==> src/rtl/mem_shadow_ctrl.sv <==
// mem_shadow_ctrl
//   Shadow-access sequencer for a single-port SRAM with 1-cycle read latency.
//   It muxes a functional port and a shadow command engine onto the memory.
//   The engine either dumps a contiguous address range out on a valid/ready
//   stream, or loads a range from one. This lets memory contents be
//   checkpointed and restored while the surrounding design keeps running.
//
// Ports
//   clk_i, rst_i           clock, asynchronous active-high reset
//   func_req_i/we/addr/wdata  functional access request
//   func_gnt_o             functional access granted this cycle
//   func_rdata_o           read data straight from the SRAM
//   cmd_valid_i/ready_o    shadow command handshake (ready only while idle)
//   cmd_op_i               0 = dump, 1 = load
//   cmd_base_i, cmd_len_i  first address, word count minus one
//   out_valid_o/ready_i/data_o  dump word stream
//   in_valid_i/ready_o/data_i   load word stream
//   busy_o                 command in progress
//   done_o                 one-cycle pulse when a command completes
//   mem_req_o/we_o/addr_o/wdata_o, mem_rdata_i  SRAM interface
//
// Configuration
//   MEM_SHADOW_STARVE_GUARD_EN  when defined, a shadow access blocked for
//   StarveLimit consecutive cycles takes the following cycle away from the
//   functional port. When undefined, the functional port always wins.

module mem_shadow_ctrl #(
    parameter int Depth       = 64,
    parameter int DataWidth   = 16,
    parameter int AddrWidth   = $clog2(Depth),
    parameter int StarveLimit = 8
) (
    input  logic                 clk_i,
    input  logic                 rst_i,
    input  logic                 func_req_i,
    input  logic                 func_we_i,
    input  logic [AddrWidth-1:0] func_addr_i,
    input  logic [DataWidth-1:0] func_wdata_i,
    output logic                 func_gnt_o,
    output logic [DataWidth-1:0] func_rdata_o,
    input  logic                 cmd_valid_i,
    output logic                 cmd_ready_o,
    input  logic                 cmd_op_i,
    input  logic [AddrWidth-1:0] cmd_base_i,
    input  logic [AddrWidth-1:0] cmd_len_i,
    output logic                 out_valid_o,
    input  logic                 out_ready_i,
    output logic [DataWidth-1:0] out_data_o,
    input  logic                 in_valid_i,
    output logic                 in_ready_o,
    input  logic [DataWidth-1:0] in_data_i,
    output logic                 busy_o,
    output logic                 done_o,
    output logic                 mem_req_o,
    output logic                 mem_we_o,
    output logic [AddrWidth-1:0] mem_addr_o,
    output logic [DataWidth-1:0] mem_wdata_o,
    input  logic [DataWidth-1:0] mem_rdata_i
);

    typedef enum logic [2:0] {
        IDLE,
        RD_REQ,
        RD_CAP,
        RD_OUT,
        WR_IN,
        WR_REQ,
        DONE
    } state_t;

    state_t               state, state_next;
    logic [AddrWidth-1:0] addr, addr_next;
    logic [AddrWidth-1:0] cnt, cnt_next;
    logic [DataWidth-1:0] data, data_next;

    logic in_req_state;
    logic force_slot;
    logic shadow_go;

    assign in_req_state = (state == RD_REQ) || (state == WR_REQ);

    // The functional port owns the memory unless the starvation guard has
    // reserved this cycle for the shadow engine.
    assign func_gnt_o = func_req_i && !force_slot;
    assign shadow_go  = in_req_state && (!func_req_i || force_slot);

`ifdef MEM_SHADOW_STARVE_GUARD_EN
    localparam int StarveWidth = $clog2(StarveLimit + 1);

    logic [StarveWidth-1:0] starve_cnt;

    assign force_slot = in_req_state && (starve_cnt == StarveWidth'(StarveLimit));

    // Counts consecutive blocked request cycles; any issued shadow access or
    // leaving the request states restarts the count.
    always_ff @(posedge clk_i or posedge rst_i) begin
        if (rst_i) begin
            starve_cnt <= '0;
        end else if (!in_req_state || shadow_go) begin
            starve_cnt <= '0;
        end else begin
            starve_cnt <= starve_cnt + StarveWidth'(1);
        end
    end
`else
    logic unused_starve_limit;

    assign force_slot          = 1'b0;
    assign unused_starve_limit = ^StarveLimit;
`endif

    always_ff @(posedge clk_i or posedge rst_i) begin
        if (rst_i) begin
            state <= IDLE;
            addr  <= '0;
            cnt   <= '0;
            data  <= '0;
        end else begin
            state <= state_next;
            addr  <= addr_next;
            cnt   <= cnt_next;
            data  <= data_next;
        end
    end

    // Next-state logic. After each word the range either finishes (count
    // exhausted) or steps to the next address; the address wraps naturally
    // because Depth is a power of two.
    always_comb begin
        state_next = state;
        addr_next  = addr;
        cnt_next   = cnt;
        data_next  = data;
        case (state)
            IDLE: begin
                if (cmd_valid_i) begin
                    addr_next  = cmd_base_i;
                    cnt_next   = cmd_len_i;
                    state_next = cmd_op_i ? WR_IN : RD_REQ;
                end
            end
            RD_REQ: begin
                if (shadow_go) begin
                    state_next = RD_CAP;
                end
            end
            RD_CAP: begin
                // Read data is valid exactly one cycle after the request,
                // whoever owns the memory in this cycle.
                data_next  = mem_rdata_i;
                state_next = RD_OUT;
            end
            RD_OUT: begin
                if (out_ready_i) begin
                    if (cnt == '0) begin
                        state_next = DONE;
                    end else begin
                        addr_next  = addr + AddrWidth'(1);
                        cnt_next   = cnt - AddrWidth'(1);
                        state_next = RD_REQ;
                    end
                end
            end
            WR_IN: begin
                if (in_valid_i) begin
                    data_next  = in_data_i;
                    state_next = WR_REQ;
                end
            end
            WR_REQ: begin
                if (shadow_go) begin
                    if (cnt == '0) begin
                        state_next = DONE;
                    end else begin
                        addr_next  = addr + AddrWidth'(1);
                        cnt_next   = cnt - AddrWidth'(1);
                        state_next = WR_IN;
                    end
                end
            end
            DONE: begin
                state_next = IDLE;
            end
            default: begin
                state_next = IDLE;
            end
        endcase
    end

    // Memory port mux: functional grant first, then a shadow access.
    always_comb begin
        mem_req_o   = 1'b0;
        mem_we_o    = 1'b0;
        mem_addr_o  = '0;
        mem_wdata_o = '0;
        if (func_gnt_o) begin
            mem_req_o   = 1'b1;
            mem_we_o    = func_we_i;
            mem_addr_o  = func_addr_i;
            mem_wdata_o = func_wdata_i;
        end else if (shadow_go) begin
            mem_req_o   = 1'b1;
            mem_we_o    = (state == WR_REQ);
            mem_addr_o  = addr;
            mem_wdata_o = data;
        end
    end

    assign func_rdata_o = mem_rdata_i;
    assign cmd_ready_o  = (state == IDLE);
    assign busy_o       = (state != IDLE) && (state != DONE);
    assign done_o       = (state == DONE);
    assign out_valid_o  = (state == RD_OUT);
    assign out_data_o   = data;
    assign in_ready_o   = (state == WR_IN);

endmodule

==> config.mk <==
export PLATFORM = sky130hd
export DESIGN_NAME = mem_shadow_ctrl
export DESIGN_NICKNAME = d
export VERILOG_FILES = /design/src/rtl/mem_shadow_ctrl.sv
export SDC_FILE = /design/constraint.sdc
export NUM_CORES = 1
export LEC_CHECK = 0
export CAP_MARGIN = 25
export CORE_MARGIN = 10
export CORE_UTILIZATION = 39
export DETAILED_ROUTE_END_ITERATION = 12
export PLACE_DENSITY = 0.93
export SETUP_SLACK_MARGIN = 0.4
export SYNTH_ARGS = -nofsm -noshare
export SYNTH_HDL_FRONTEND = slang
export SYNTH_SLANG_ARGS = --single-unit
==> constraint.sdc <==
create_clock -name clk_i -period 2.2 [get_ports clk_i]
set_input_delay 0.44 -clock clk_i [delete_from_list [all_inputs] [get_ports clk_i]]
set_output_delay 0.44 -clock clk_i [all_outputs]
set_load 0.05 [all_outputs]
==> impl_metrics.ini, run 1 <==
[synthesis]
syn-num-nets = 329
synth-seq-area-share = 0.332
synth_edf_count = 0
synth_top_flop_cell = dfrtp_1
synth-seq-cells = 31
yosysUniqueCellTypes = 47
ys.warnings.count = 0
netlist_area_sq_mm = 0.00234
netlist_instances = 252
netlist.area_leader.share = 0.332
yosysTopAreaCell = dfrtp_1
async_flop_share = 1.00
avgSynthCellArea_sq_um = 9.28
yosys-top-cells-area = dfrtp_1 (33%), mux2i_1 (9.0%), a22o_1 (9.0%)

[timing]
final-hold-violation-count = 0
fin_crit_sh = 0.881
grt_setup_unrepaired = yes
slew_headroom = 0.638
setup-tns-final_ns = 0
maxSlewViolCount = 0
final.setup_skew_ns = 0.00753
worst_pin_slew_ns = 0.545
fmax_ghz = 0.516
setup_viol = 0
period_minus_slack_ns = 1.94

[drt]
drc = 0
drtAntennaViolNets = 0
via_per_inst = 5.61
routed_wl_um = 9890
drt_iter0_drc = 167
vias = 2592
drt_pass1_iterations = 5
wl_per_cell_um = 21.4

[global_routing]
grt_antenna_before_repair = 0
grtUsageTotal = 0.188
grt_pass1_wl_um = 14700
grt_pass1_vias = 2668
grt_max_degree = 32
gr-total-overflow = 0

[place]
dpl.hpwl_um = 7450
gp_congestion = 0.876
io_buffers = 135

[run_status]
status = completed

[setup_path]
critPathLaunchType = register
crit_arrival_ns = 1.50
worstPathMaxFanout = 5
cp-end-kind = output port
required_ns = 1.76
critPathKind = reg -> out

[floorplanning]
core_area_sq_mm = 0.00589
fp.dieW_um = 97.5
dieArea_sq_mm = 0.00950
die_h_um = 97.5
ios = 136
rows = 28
initial_core_util = 0.398

[cts]
cts_buffer_depth = 2
root_buffer = clkbuf_8
path_clk_slew_ns = 0.07
numCtsBuffers = 5
cts.sinks = 31
cts_hold_buf = 0
clk_latency_ns = 0.28
cts_tree = built
h-tree-depth = 2

[layout]
drive_above_1_share = 0.354
utilization = 0.773
syn_to_final_growth_pct = 94.5
final_nets = 464
antenna_cells = 0

[min_path]
hold_class = reg -> reg

[pwr]
vdd_drop_max_v = 0.000783
p_leak_uw = 0.00192
power_density_mw_per_mm2 = 1410

[run]
max_cap_viol_count = 0
[logic make-up after synthesis]
kind of cell | Yosys count | synth area share
buffers and inverters | 49 | 0.129
AO/OA/AOI/OAI | 81 | 0.278
AND/OR/NAND/NOR | 66 | 0.148
flip-flops | 31 | 0.332
XOR/XNOR | 1 | 0.00695
adder cells (fa/ha/maj) | 3 | 0.0160
multiplexers | 21 | 0.0898
[critical path, stage by stage (launching register included)]
cell and delay (ns):
dfrtp_2 0.40, nand2b_4 0.15, nor2_4 0.18, buf_6 0.16, a22o_1 0.18, buf_12 0.15
[sequential cells by signal, indices dropped and copies added, names as in the netlist]
signal	cells
out_data_o	16
cnt	6
addr	6
state	3
[final cells by class]
type | instances | area, sq um
Fill cell | 352 | 1330
Clock buffer | 6 | 82.6
Clock inverter | 1 | 5.00
Multi-Input combinational cell | 173 | 1500
Tap cell | 75 | 93.8
Timing Repair Buffer | 164 | 2050
Sequential cell | 31 | 778
Inverter | 12 | 45.0
[Yosys cell counts, types with 2 or more instances]
cell type / instances
dfrtp_1: 31
nor2_1: 26
a22o_1: 24
mux2i_1: 21
a21oi_1: 19
buf_4: 19
buf_2: 11
inv_1: 11
nand3_1: 10
nand2_1: 6
a22oi_1: 5
a2bb2oi_1: 5
o22ai_2: 5
nand2b_1: 4
nor3_1: 4
o21ai_1: 4
buf_6: 3
clkbuf_1: 3
ha_1: 3
o2bb2ai_1: 3
a211o_1: 2
and3b_1: 2
nand3b_1: 2
nor2b_1: 2
nor3_2: 2
o21ai_0: 2
o22a_1: 2
o22ai_1: 2
[metal layers]
layer	vias to the layer above	wire [um]	GRT usage
met5	-	0	0
met4	0	273	0.0459
met3	22	631	0.0569
met2	121	5280	0.344
met1	1272	3710	0.204
li1	1177	-	-
[power breakdown]
part / leakage (uW) / internal [uW] / switching [uW]
Clock: 0.0000470 / 245 / 213
Sequential: 0.000355 / 858 / 332
Combinational: 0.00151 / 2080 / 2700
[through the flow]
stage	cells	cell area (sq um)	power (uW)	setup WS, ns	hold WS [ns]
6_report	462	4550	6420	0.262	0.553
5_1_grt	462	4550	6760	0.212	0.589
4_1_cts	455	4450	6210	0.237	0.559
3_5_place_dp	442	4210	5640	0.0583	0.549
3_3_place_gp	442	4210	5500	0.109	0.519
2_1_floorplan	252	2410	3970	0.353	0.483
[cell usage in the layout, fill, tap and decap left out, types with 3 or more instances in the layout]
cell	netlist	routed
clkdlybuf4s50_1	0	72
buf_12	0	48
dfrtp_1	31	29
nor2_1	26	23
buf_4	19	22
mux2i_1	21	21
a21oi_1	19	18
dlygate4sd2_1	0	16
a22o_4	0	14
inv_1	11	11
nand3_1	10	10
a22o_2	0	6
clkbuf_8	0	6
o22ai_2	5	5
nor3_1	4	4
a22o_1	24	4
a22oi_2	1	4
a2bb2oi_1	5	4
nand2_1	6	3
nand2b_1	4	3
o21ai_1	4	3
o2bb2ai_1	3	3
ha_1	3	3
buf_6	3	3
[path summary, 6_finish.rpt]
check                                    start        endpoint  slack [ns]  depth (start not counted)
worst max-delay path                  state[1]   mem_addr_o[5]        0.26                          5
worst min-delay path            out_data_o[14]  out_data_o[14]        0.55                          2
worst max register to register        state[1]         addr[5]        0.38                          7
worst min register to register  out_data_o[14]  out_data_o[14]        0.55                          2
max in group asynchronous                rst_i        state[1]        1.32                          3
min in group asynchronous                rst_i   out_data_o[6]        0.56                          3
[timing repair]
action / 4_1_cts / 5_1_grt
endpoints found under the setup margin: 71 / 42
resized for setup: 42 / 13
buffers inserted: 4 / 6
cloned: 2 / 1
pin swaps: 8 / 8
No activity file was read; power rests on OpenSTA's default activity.
==> run 2: changes to the inputs <==
--- a/config.mk
+++ b/config.mk
@@ -9,6 +9,7 @@
 export CORE_MARGIN = 10
 export CORE_UTILIZATION = 39
 export DETAILED_ROUTE_END_ITERATION = 12
+export HOLD_SLACK_MARGIN = 0.08
 export PLACE_DENSITY = 0.93
 export SETUP_SLACK_MARGIN = 0.4
 export SYNTH_ARGS = -nofsm -noshare
==> results of run 2 <==
Same layout as run 1: the final DEF is identical, and so are final timing and power.
==> run 3: changes to the inputs <==
--- a/config.mk
+++ b/config.mk
@@ -8,6 +8,8 @@
 export CAP_MARGIN = 25
 export CORE_MARGIN = 10
 export CORE_UTILIZATION = 39
+export CTS_BUF_LIST = sky130_fd_sc_hd__clkbuf_16
+export CTS_CLUSTER_DIAMETER = 100
 export DETAILED_ROUTE_END_ITERATION = 12
 export HOLD_SLACK_MARGIN = 0.08
 export PLACE_DENSITY = 0.93
==> impl_metrics.ini, run 3 (same netlist as run 1, synthesis figures left out) <==
[run_status]
status = completed

[cts]
cts_buffer_depth = 2
h-tree-depth = 2
clk_latency_ns = 0.28
numCtsBuffers = 5
cts_tree = built
cts.sinks = 31
cts_hold_buf = 0
root_buffer = clkbuf_16
path_clk_slew_ns = 0.05

[setup_path]
critPathKind = reg -> out
r2r_start = state[1]
reg2reg_depth = 8
cp-end-kind = output port
critPathLaunchType = register
r2r-end = addr[5]
required_ns = 1.76
worstPathMaxFanout = 7
crit_arrival_ns = 1.49
rrSetupSlack_ns = 0.28
cp-endpoint = busy_o
crit_path_start = state[1]

[timing]
setup_viol = 0
fmax_ghz = 0.517
maxSlewViolCount = 0
final.setup_skew_ns = 0.00478
setup-tns-final_ns = 0
fin_crit_sh = 0.879
grt_setup_unrepaired = yes
final-hold-violation-count = 0
slew_headroom = 0.641
period_minus_slack_ns = 1.93
fin_hold_ws_ns = 0.553
worst_pin_slew_ns = 0.541

[place]
dpl.hpwl_um = 7450
io_buffers = 135
gp_congestion = 0.876

[global_routing]
gr-total-overflow = 0
grt_pass1_wl_um = 14900
grt_pass1_vias = 2651
grt_max_degree = 32
grt_antenna_before_repair = 0
grtUsageTotal = 0.191

[layout]
syn_to_final_growth_pct = 100
antenna_cells = 0
layout_common_cells = clkdlybuf4s50_1 (72), buf_12 (49), dfrtp_1 (27)
drive_above_1_share = 0.373
layout_commonest_cell = clkdlybuf4s50_1
final_nets = 468
largest_reg_flops = 16
utilization = 0.795
n_fill_cell = 333
seq_area_sq_um = 783
multi_input_area_sq_mm = 0.00153

[drt]
via_per_inst = 5.54
drt_pass1_iterations = 4
wl_per_cell_um = 22.0
drc = 0
drtAntennaViolNets = 0
vias = 2581
routed_wl_um = 10300
drt_iter0_drc = 179

[run]
max_cap_viol_count = 0

[floorplanning]
dieArea_sq_mm = 0.00950
ios = 136
core_area_sq_mm = 0.00589
rows = 28
fp.dieW_um = 97.5
die_h_um = 97.5
initial_core_util = 0.398

[pwr]
vdd_drop_max_v = 0.000862
total_power_uw = 6770
power_density_mw_per_mm2 = 1450
p_leak_uw = 0.00196

[min_path]
hold_class = reg -> reg
[run 3: cell count changes in the layout (fill, tap and decap cells not counted), sizes merged]
cell	change
buf	+2
clkbuf	+1
clkinv	+1
[run 3: stage by stage]
stage / instances / cell area (sq um) / worst slack [ns]
2_1_floorplan: 252 / 2410 / 0.353
3_3_place_gp: 442 / 4210 / 0.109
3_5_place_dp: 442 / 4210 / 0.0583
4_1_cts: 457 / 4510 / 0.245
5_1_grt: 466 / 4680 / 0.230
6_report: 466 / 4680 / 0.266
[run 3: worst min-delay path by stage]
stage                        start        endpoint  slack (ns)  cells past startpoint
floorplan                  addr[5]         addr[5]        0.48                      1
global placement            cnt[5]          cnt[5]        0.52                      2
detailed placement  out_data_o[14]  out_data_o[14]        0.55                      2
CTS                 out_data_o[14]  out_data_o[14]        0.56                      2
global route        out_data_o[14]  out_data_o[14]        0.59                      2
finish              out_data_o[14]  out_data_o[14]        0.55                      2
[run 3: cell type report]
cell class | instances | share of cell area
Timing Repair Buffer | 168 | 0.448
Multi-Input combinational cell | 173 | 0.326
Sequential cell | 31 | 0.167
Clock buffer | 5 | 0.0267
Tap cell | 75 | 0.0200
Inverter | 12 | 0.00962
Clock inverter | 2 | 0.00187
[run 3: power breakdown]
part	switching [uW]	internal, uW
clock	241	406
combinational	2740	2170
sequential	347	868
[run 3: critical path: stages (launching register included)]
cell and delay [ns]:
dfrtp_2 0.39, buf_4 0.13, buf_8 0.12, buf_12 0.13, nor3_4 0.21, nor2_2 0.08
buf_12 0.15
[run 3: routing by layer]
layer | vias up | track usage | routed length (um)
met2 | 117 | 0.350 | 5620
li1 | 1190 | - | -
met1 | 1256 | 0.206 | 3760
met4 | 0 | 0.0548 | 214
met5 | - | 0 | 0
met3 | 18 | 0.0569 | 677
[run 3: timing repair]
item                                    in CTS  in global routing
endpoints found under the setup margin      74                 41
pin swaps                                    6                  8
gates resized for setup                     42                 27
cloned                                       2                  1
setup buffers                                6                  8
